### config.mk
export PLATFORM = sky130hd
export DESIGN_NAME = pipe_stage_hs
export DESIGN_NICKNAME = d
export VERILOG_FILES = /design/src/rtl/pipe_stage_hs.sv
export SDC_FILE = /design/constraint.sdc
export NUM_CORES = 1
export LEC_CHECK = 0
export ABC_CLOCK_PERIOD_IN_PS = 1500
export CORE_MARGIN = 8
export CORE_UTILIZATION = 40
export CTS_CLUSTER_DIAMETER = 50
export DETAILED_ROUTE_END_ITERATION = 10
export PLACE_DENSITY = 0.69
export SLEW_MARGIN = 20
export SYNTH_ARGS = -nofsm -noshare
export SYNTH_HDL_FRONTEND = slang
export SYNTH_SLANG_ARGS = --single-unit
### constraint.sdc
create_clock -name clk -period 1.5 [get_ports clk]
set_clock_uncertainty 0.15 [all_clocks]
set_input_delay 0.15 -clock clk [delete_from_list [all_inputs] [get_ports clk]]
set_output_delay 0.15 -clock clk [all_outputs]
set_load 0.01 [all_outputs]
### src/rtl/pipe_stage_hs.sv
// rtl/pipe_stage_hs.sv - valid/ready pipeline stage with freeze, flush and optional skid buffer
// Optional statistics outputs (stall_cnt, flush_cnt) are built when PIPE_STAGE_STATS_EN is defined.
module pipe_stage_hs #(
  parameter int                WIDTH     = 16,
  parameter logic [WIDTH-1:0]  NOP_VALUE = {WIDTH{1'b0}},
  parameter int                SKID      = 1
) (
  input  logic             clk,
  input  logic             rst,
  input  logic             freeze,
  input  logic             flush,
  input  logic             in_valid,
  output logic             in_ready,
  input  logic [WIDTH-1:0] in_data,
  output logic             out_valid,
  input  logic             out_ready,
  output logic [WIDTH-1:0] out_data,
  output logic [1:0]       occupancy
`ifdef PIPE_STAGE_STATS_EN
  ,
  output logic [15:0]      stall_cnt,
  output logic [7:0]       flush_cnt
`endif
);

  typedef enum logic [1:0] {
    ST_EMPTY = 2'd0,
    ST_ONE   = 2'd1,
    ST_TWO   = 2'd2
  } state_t;

  state_t           r_state;
  state_t           w_state_nxt;
  logic [WIDTH-1:0] r_main;
  logic [WIDTH-1:0] r_skid;
  logic [WIDTH-1:0] w_main_nxt;
  logic [WIDTH-1:0] w_skid_nxt;
  logic             r_valid;
  logic [1:0]       r_occ;
  logic [1:0]       w_occ_nxt;
  logic             w_space;
  logic             w_in_ready;
  logic             w_in_fire;
  logic             w_out_fire;

  // The skid form only looks at the registered full flag, so in_ready has no
  // combinational path from out_ready; the single-register form allows pass-through.
  assign w_space    = (SKID != 0) ? (r_state != ST_TWO) : (~r_valid | out_ready);
  assign w_in_ready = w_space & ~freeze & ~flush & rst;
  assign w_in_fire  = in_valid & w_in_ready;
  assign w_out_fire = r_valid & out_ready & ~freeze & rst;

  assign in_ready  = w_in_ready;
  assign out_valid = r_valid;
  assign out_data  = r_main;
  assign occupancy = r_occ;

  // Next-state and next-data selection; flush outranks freeze, which outranks normal flow.
  always_comb begin
    w_state_nxt = r_state;
    w_main_nxt  = r_main;
    w_skid_nxt  = r_skid;
    if (flush) begin
      w_state_nxt = ST_EMPTY;
      w_main_nxt  = NOP_VALUE;
      w_skid_nxt  = NOP_VALUE;
    end else if (!freeze) begin
      case (r_state)
        ST_EMPTY: begin
          if (w_in_fire) begin
            w_state_nxt = ST_ONE;
            w_main_nxt  = in_data;
          end
        end
        ST_ONE: begin
          if (w_in_fire && w_out_fire) begin
            w_main_nxt = in_data;
          end else if (w_in_fire) begin
            // Only reachable with a skid register; without one, in_fire in ONE implies out_fire.
            if (SKID != 0) begin
              w_state_nxt = ST_TWO;
              w_skid_nxt  = in_data;
            end
          end else if (w_out_fire) begin
            w_state_nxt = ST_EMPTY;
            w_main_nxt  = NOP_VALUE;
          end
        end
        ST_TWO: begin
          if (w_out_fire) begin
            w_state_nxt = ST_ONE;
            w_main_nxt  = r_skid;
            w_skid_nxt  = NOP_VALUE;
          end
        end
        default: begin
          w_state_nxt = ST_EMPTY;
          w_main_nxt  = NOP_VALUE;
          w_skid_nxt  = NOP_VALUE;
        end
      endcase
    end
  end

  // Occupancy is derived from the next state so the registered count always matches it.
  always_comb begin
    w_occ_nxt = 2'd0;
    case (w_state_nxt)
      ST_ONE:  w_occ_nxt = 2'd1;
      ST_TWO:  w_occ_nxt = 2'd2;
      default: w_occ_nxt = 2'd0;
    endcase
  end

  // State, data and valid registers; reset empties the stage and loads the nop bundle.
  always_ff @(posedge clk) begin
    if (!rst) begin
      r_state <= ST_EMPTY;
      r_main  <= NOP_VALUE;
      r_skid  <= NOP_VALUE;
      r_valid <= 1'b0;
      r_occ   <= 2'd0;
    end else begin
      r_state <= w_state_nxt;
      r_main  <= w_main_nxt;
      r_skid  <= w_skid_nxt;
      r_valid <= (w_state_nxt != ST_EMPTY);
      r_occ   <= w_occ_nxt;
    end
  end

`ifdef PIPE_STAGE_STATS_EN
  logic [15:0] r_stall_cnt;
  logic [7:0]  r_flush_cnt;

  // Saturating counters of stalled-output cycles and of flushes that discarded live entries.
  always_ff @(posedge clk) begin
    if (!rst) begin
      r_stall_cnt <= 16'd0;
      r_flush_cnt <= 8'd0;
    end else begin
      if (r_valid && (!out_ready || freeze) && (r_stall_cnt != 16'hFFFF)) begin
        r_stall_cnt <= r_stall_cnt + 16'd1;
      end
      if (flush && (r_occ != 2'd0) && (r_flush_cnt != 8'hFF)) begin
        r_flush_cnt <= r_flush_cnt + 8'd1;
      end
    end
  end

  assign stall_cnt = r_stall_cnt;
  assign flush_cnt = r_flush_cnt;
`endif

endmodule

Yosys cells after proc, flatten, opt, wreduce, memory -nomap -nowiden
Cells that the tools add are included.

Equality and inequality tests: 11. Muxes and demuxes: 17. Bitwise operators: 11. Reductions and logical operators: 6.

Operators by type and width (number): $mux 16 (6); $pmux 16 s3 (2); $mux 2 (7); $ne 2x2->1 const B (5); $reduce_and 5->1 (2); $and 1x1->1 (7); $ne 3x3->1 const B (2); $pmux 2 s3 (1); $eq 2x1->1 const B (2); $eq 2x2->1 const B (2); $not 1->1 (4); $pmux 2 s2 (1); $logic_not 2->1 (1); $reduce_bool 2->1 (1); $reduce_or 2->1 (1); $logic_and 1x1->1 (1).

Bits in registers: 37. Input port bits: 22. Output and inout port bits: 20. Word-level logic and storage cells: 50.

Longest topological paths before layout
Gate-level depths: netlist of run 1.

Depth after elaboration: 12. Depth in mapped cells: 7. Mapped depth without buffers: 4.

Worst setup path after synthesis of run 1
No wires, ideal clock.

Path type: reg2reg. From: reg r_valid (netlist: out_valid). To: reg r_main[9] (netlist: out_data[9]). Setup time: 0.059 ns. Arrival: 1.446 ns. Required time: 1.291 ns. Path slack: -0.155 ns. Cell stages (with the launch flop): 6. Buffers on the path: 1. Clock period less this slack: 1.655 ns. Cell sequence: dfxtp_1 > nand3_1 > nor4_4 > buf_2 > o2bb2ai_1 > a22o_1.

Cells in the longest elaborated chain, start to end: 6. Elaborated cells on any way between the ends: 10. Those cells by class: eq/ne: 3; mux: 2; bitwise: 3; reduce/logical: 2.

RTL lines: start: declaration (line 38) `logic r_valid;`; start signal: assignment (line 127) `r_valid <= (w_state_nxt != ST_EMPTY);`; $and 1x1->1 * (3 in a row) (line 51) `assign w_out_fire = r_valid & out_ready & ~freeze & rst;`; $logic_and 1x1->1 (line 76) `if (w_in_fire && w_out_fire) begin`; $ne 3x3->1 (no line) or $mux 16 (tied branches); $reduce_and 5->1 (no line) or $pmux 16 s3 (tied branches); end signal: assignment (line 125) `r_main <= w_main_nxt;`; end: declaration (line 34) `logic [WIDTH-1:0] r_main;`.

Mark *: on every way between the ends. The rest lies on a longest branch, timed or not. A chain may end at the register's enable or synchronous reset.

Worst setup path after layout of run 1
From: reg r_state[0]. To: reg r_main[3] (netlist: out_data[3]).

Cells in the longest elaborated chain, start to end: 8. Elaborated cells on any way between the ends: 16. Those cells by class: eq/ne: 7; mux: 2; bitwise: 4; reduce/logical: 3.

RTL lines: start: declaration (line 32) `state_t r_state;`; start signal: assignment (line 124) `r_state <= w_state_nxt;`; $ne 2x2->1 (line 48) `assign w_space = (SKID != 0) ? (r_state != ST_TWO) : (~r_valid | out_ready);`; $and 1x1->1 (3 in a row) (line 49) `assign w_in_ready = w_space & ~freeze & ~flush & rst;`; $and 1x1->1 (line 50) `assign w_in_fire = in_valid & w_in_ready;`; $logic_and 1x1->1 (line 76); $ne 3x3->1 (no line) or $mux 16 (tied branches); $reduce_and 5->1 (no line) or $pmux 16 s3 (tied branches).

Parallel ways exist; a longest one is shown, timed or not.

==> results.ini, run 1 <==
[hold_path]
worstHoldPathCells=2
hp-start=r_skid[4]$_SDFFE_PP0P_
hold_path_class=reg -> reg
timing.hold.worst_endpoint=r_skid[4]$_SDFFE_PP0P_

[clocking]
cts_tree=built
cts_sinks=37
cts_root_buffer=sky130_fd_sc_hd__clkbuf_8
clock_tree.buffer_depth=2
htree_levels=2
clk_latency_ns=0.30
numCtsBuffers=5
ctsHoldBuffers=0
worst_setup_hold_path_clk_slew_ns=0.08

[route]
mean_routed_wirelength_per_cell_microns=15.7
drt-total-wl_microns=4820
post_route_drc_violation_count=0
firstDrtPassIters=4
dr_total_vias=1640
routed_via_density=5.34
drt_iter0_markers=196
antenna_violating_nets_post_route=0

[global_route]
grt.total_usage_pct=13.8
first_pass_grt_wire_length_microns=8070
globalRoute.totalOverflow=0
grt_antenna_before_repair=0
first_global_vias=1631
grt_max_degree=19

[synth]
postSynthCellCount=188
postSynthRegisterBits=37
synthesis.nets=210
area_fraction_in_compound_gates_after_synthesis_pct=19.8
synth_top_family_by_area=compound AO/OA/AOI/OAI gates
synthesis.area_per_instance_sq_um=9.74
synth_fa_ha_area_share_pct=0
post_synth_mux_area_share_pct=17.5
ys.warnings.count=0
yosysUniqueCellTypes=31
synth-simple-area-share_pct=16.1
post_synthesis_cell_area_sq_um=1830
yosys.area_share.xor_xnor_pct=0.478
synth.yosys.seq_area_share_pct=40.5

[floorplan]
fp-row-count=24
fp.dieH_microns=83.7
die_area_sq_um=7000
initial_core_utilization_pct=41.8
floorplan.core_area_sq_um=4380
pin_count=42
die_width_microns=83.7

[critical_path]
crit_path_end_kind=flip-flop
reg2reg_from=r_state[0]$_SDFF_PN0_
r2r_cells=7
crit_path_start_kind=flip-flop
timing.critical_path.slowest_cell_delay_ns=0.34
crit_slowest_cell=sky130_fd_sc_hd__dfxtp_2
worstReg2RegEnd=out_data[3]$_SDFFE_PP0P_
worst_case_register_to_register_setup_slack_ns=-0.16
worst_ep_arrival_time_ns=1.70
timing.critical_path.cells=buf_6, xor2_4, buf_6, a211oi_4, nor2_4, buf_6, a22o_1
crit_top_cell=sky130_fd_sc_hd__buf_6
critical_path.max_fanout=5
worst_ep_required_time_ns=1.54
critical_path_class=reg -> reg

[cells_and_area]
final_cells=307
layout_cells_sized_above_1_pct=25.5
flow.area_growth_from_synthesis_pct=51.9
filler_cell_count=359
layout_common_cells=sky130_fd_sc_hd__nand2_1 (34), sky130_fd_sc_hd__dfxtp_1 (34), sky130_fd_sc_hd__mux2i_1 (32)
final_core_util_pct=63.4
layout.nets=276
insertedDiodeCount=0

[place]
finalWeightedCongestion=0.876
hpwlAfterDp_microns=3350
place.detailed.instances=292
io_buffers=41

[run_status]
violations=negative setup slack
run_status=complete, but fails checks

[sta]
final_min_period_over_clock_period_pct=111
hold_viol=0
final_period_minus_worst_setup_slack_ns=1.66
worstMarginPinSlew_ns=0.300
rsz0062_at_grt=yes
timing.final.ws_setup_ns=-0.162
final-max-slew-violation-count=0
timing.setup.tns_ns=-4.92
slew_headroom_pct=80.0
final-setup-viol-count=35
max_clock_freq_mhz=602

[pwr]
p_comb_share_pct=13.7
power_leakage_nw=1.30
clock_power_share_pct=38.6
power.switching_w=0.000517
maximum_vdd_ir_drop_uv=600
power.switching_fraction_pct=24.7
cell_internal_pwr_w=0.00158
share_seq_of_total_power_pct=47.7
power-per-cell-area_nw_per_um2=754
post-layout-total-power_w=0.00210

[flow_run]
cap_violations=0

registers in the layout, summed over array words and instances (netlist names):
| name | count |
|---|---|
| occupancy | 2 |
| out_data | 16 |
| out_valid | 1 |
| r_skid | 16 |
| r_state | 2 |
area by class of cell:
class                      instances  area, sq um  area share [%]
sequential                        37          749            26.9
multi-input combinational        135         1090            39.4
timing repair buffer              75          762            27.4
clock buffer                       6         93.8            3.37
tap                               52         65.1            2.34
clock inverter                     2         16.3           0.585
routing by layer:
metal	GRT usage [%]	share of wire [%]	up-vias
li1	-	-	821
met1	17.0	46	773
met2	22.5	48	36
met3	2.54	3.8	10
met4	6.12	2.4	0
met5	0	0	-
worst max path at each step:
stage	start	endpoint	slack (ns)	depth (start not counted)
finish	r_state[0]$_SDFF_PN0_	out_data[3]$_SDFFE_PP0P_	-0.16	7
global route	r_state[0]$_SDFF_PN0_	out_data[6]$_SDFFE_PP0P_	-0.22	7
CTS	r_state[0]$_SDFF_PN0_	out_data[4]$_SDFFE_PP0P_	-0.19	6
detailed placement	out_ready	out_data[3]$_SDFFE_PP0P_	-0.87	5
global placement	out_ready	out_data[10]$_SDFFE_PP0P_	-0.80	5
floorplan	out_valid$_SDFF_PN0_	r_skid[10]$_SDFFE_PP0P_	-0.05	6
cell families after synthesis:
kind of cell	Yosys count
simple gates	57
compound gates	45
flops	37
mux	32
buf+inv	16
xor+xnor	1
what timing repair did:
| item | CTS | global route |
|---|---|---|
| cloned | 0 | 1 |
| pin swaps | 3 | 20 |
| setup endpoints to repair | 40 | 50 |
| resized for setup | 23 | 28 |
| endpoints found under the hold margin | 0 | 0 |
| setup buffers | 4 | 2 |
cell usage after synthesis (all sizes together):
| master | instances | area [sq um] |
|---|---|---|
| dfxtp | 37 | 741 |
| nand2 | 34 | 128 |
| mux2i | 32 | 320 |
| a22o | 16 | 140 |
| o2bb2ai | 16 | 140 |
| buf | 14 | 97.6 |
| nor2 | 5 | 18.8 |
| nor3 | 4 | 25.0 |
| a21oi | 3 | 15.0 |
| a31oi | 3 | 18.8 |
| nand2b | 3 | 18.8 |
| nand3 | 3 | 15.0 |
| o21ai | 3 | 15.0 |
| clkbuf | 2 | 7.51 |
| nor2b | 2 | 20.0 |
| or3 | 2 | 12.5 |
| a211oi | 1 | 7.51 |
| a21o | 1 | 7.51 |
| a22oi | 1 | 7.51 |
| and3 | 1 | 6.26 |
| nor3b | 1 | 18.8 |
| nor4 | 1 | 21.3 |
| o211a | 1 | 10.0 |
| or4b | 1 | 10.0 |
| xor2 | 1 | 8.76 |
power groups by stage:
stage / Combinational, W / Clock, W / Sequential, W
after floorplan: 0.000104 / 0 / 0.00103
after global placement: 0.000251 / 0 / 0.00102
after detailed placement: 0.000254 / 0 / 0.00102
after CTS: 0.000269 / 0.000821 / 0.000999
after global routing: 0.000313 / 0.000862 / 0.00100
final: 0.000287 / 0.000810 / 0.000999
worst max-delay path, delay by kind of cell (launching register included):
family,cells,cell delay (ns)
compound gates,2,0.43
xor+xnor,1,0.15
buf+inv,3,0.38
flops,1,0.34
simple gates,1,0.09
metrics by stage:
step / setup slack (ns) / hold WS (ns) / instance area, sq um
final: -0.162 / 0.309 / 2780
after global routing: -0.224 / 0.330 / 2780
after CTS: -0.192 / 0.311 / 2660
after detailed placement: -0.872 / 0.303 / 2460
after global placement: -0.801 / 0.295 / 2460
after floorplan: -0.0525 / 0.139 / 1890
Note: power is estimated with default switching activity, not from simulation.
==> run 2, diff against run 1 <==
- TNS_END_PERCENT: not set -> 100
==> results of run 2 <==
No change in the layout: final DEF, timing and power equal those of run 1.
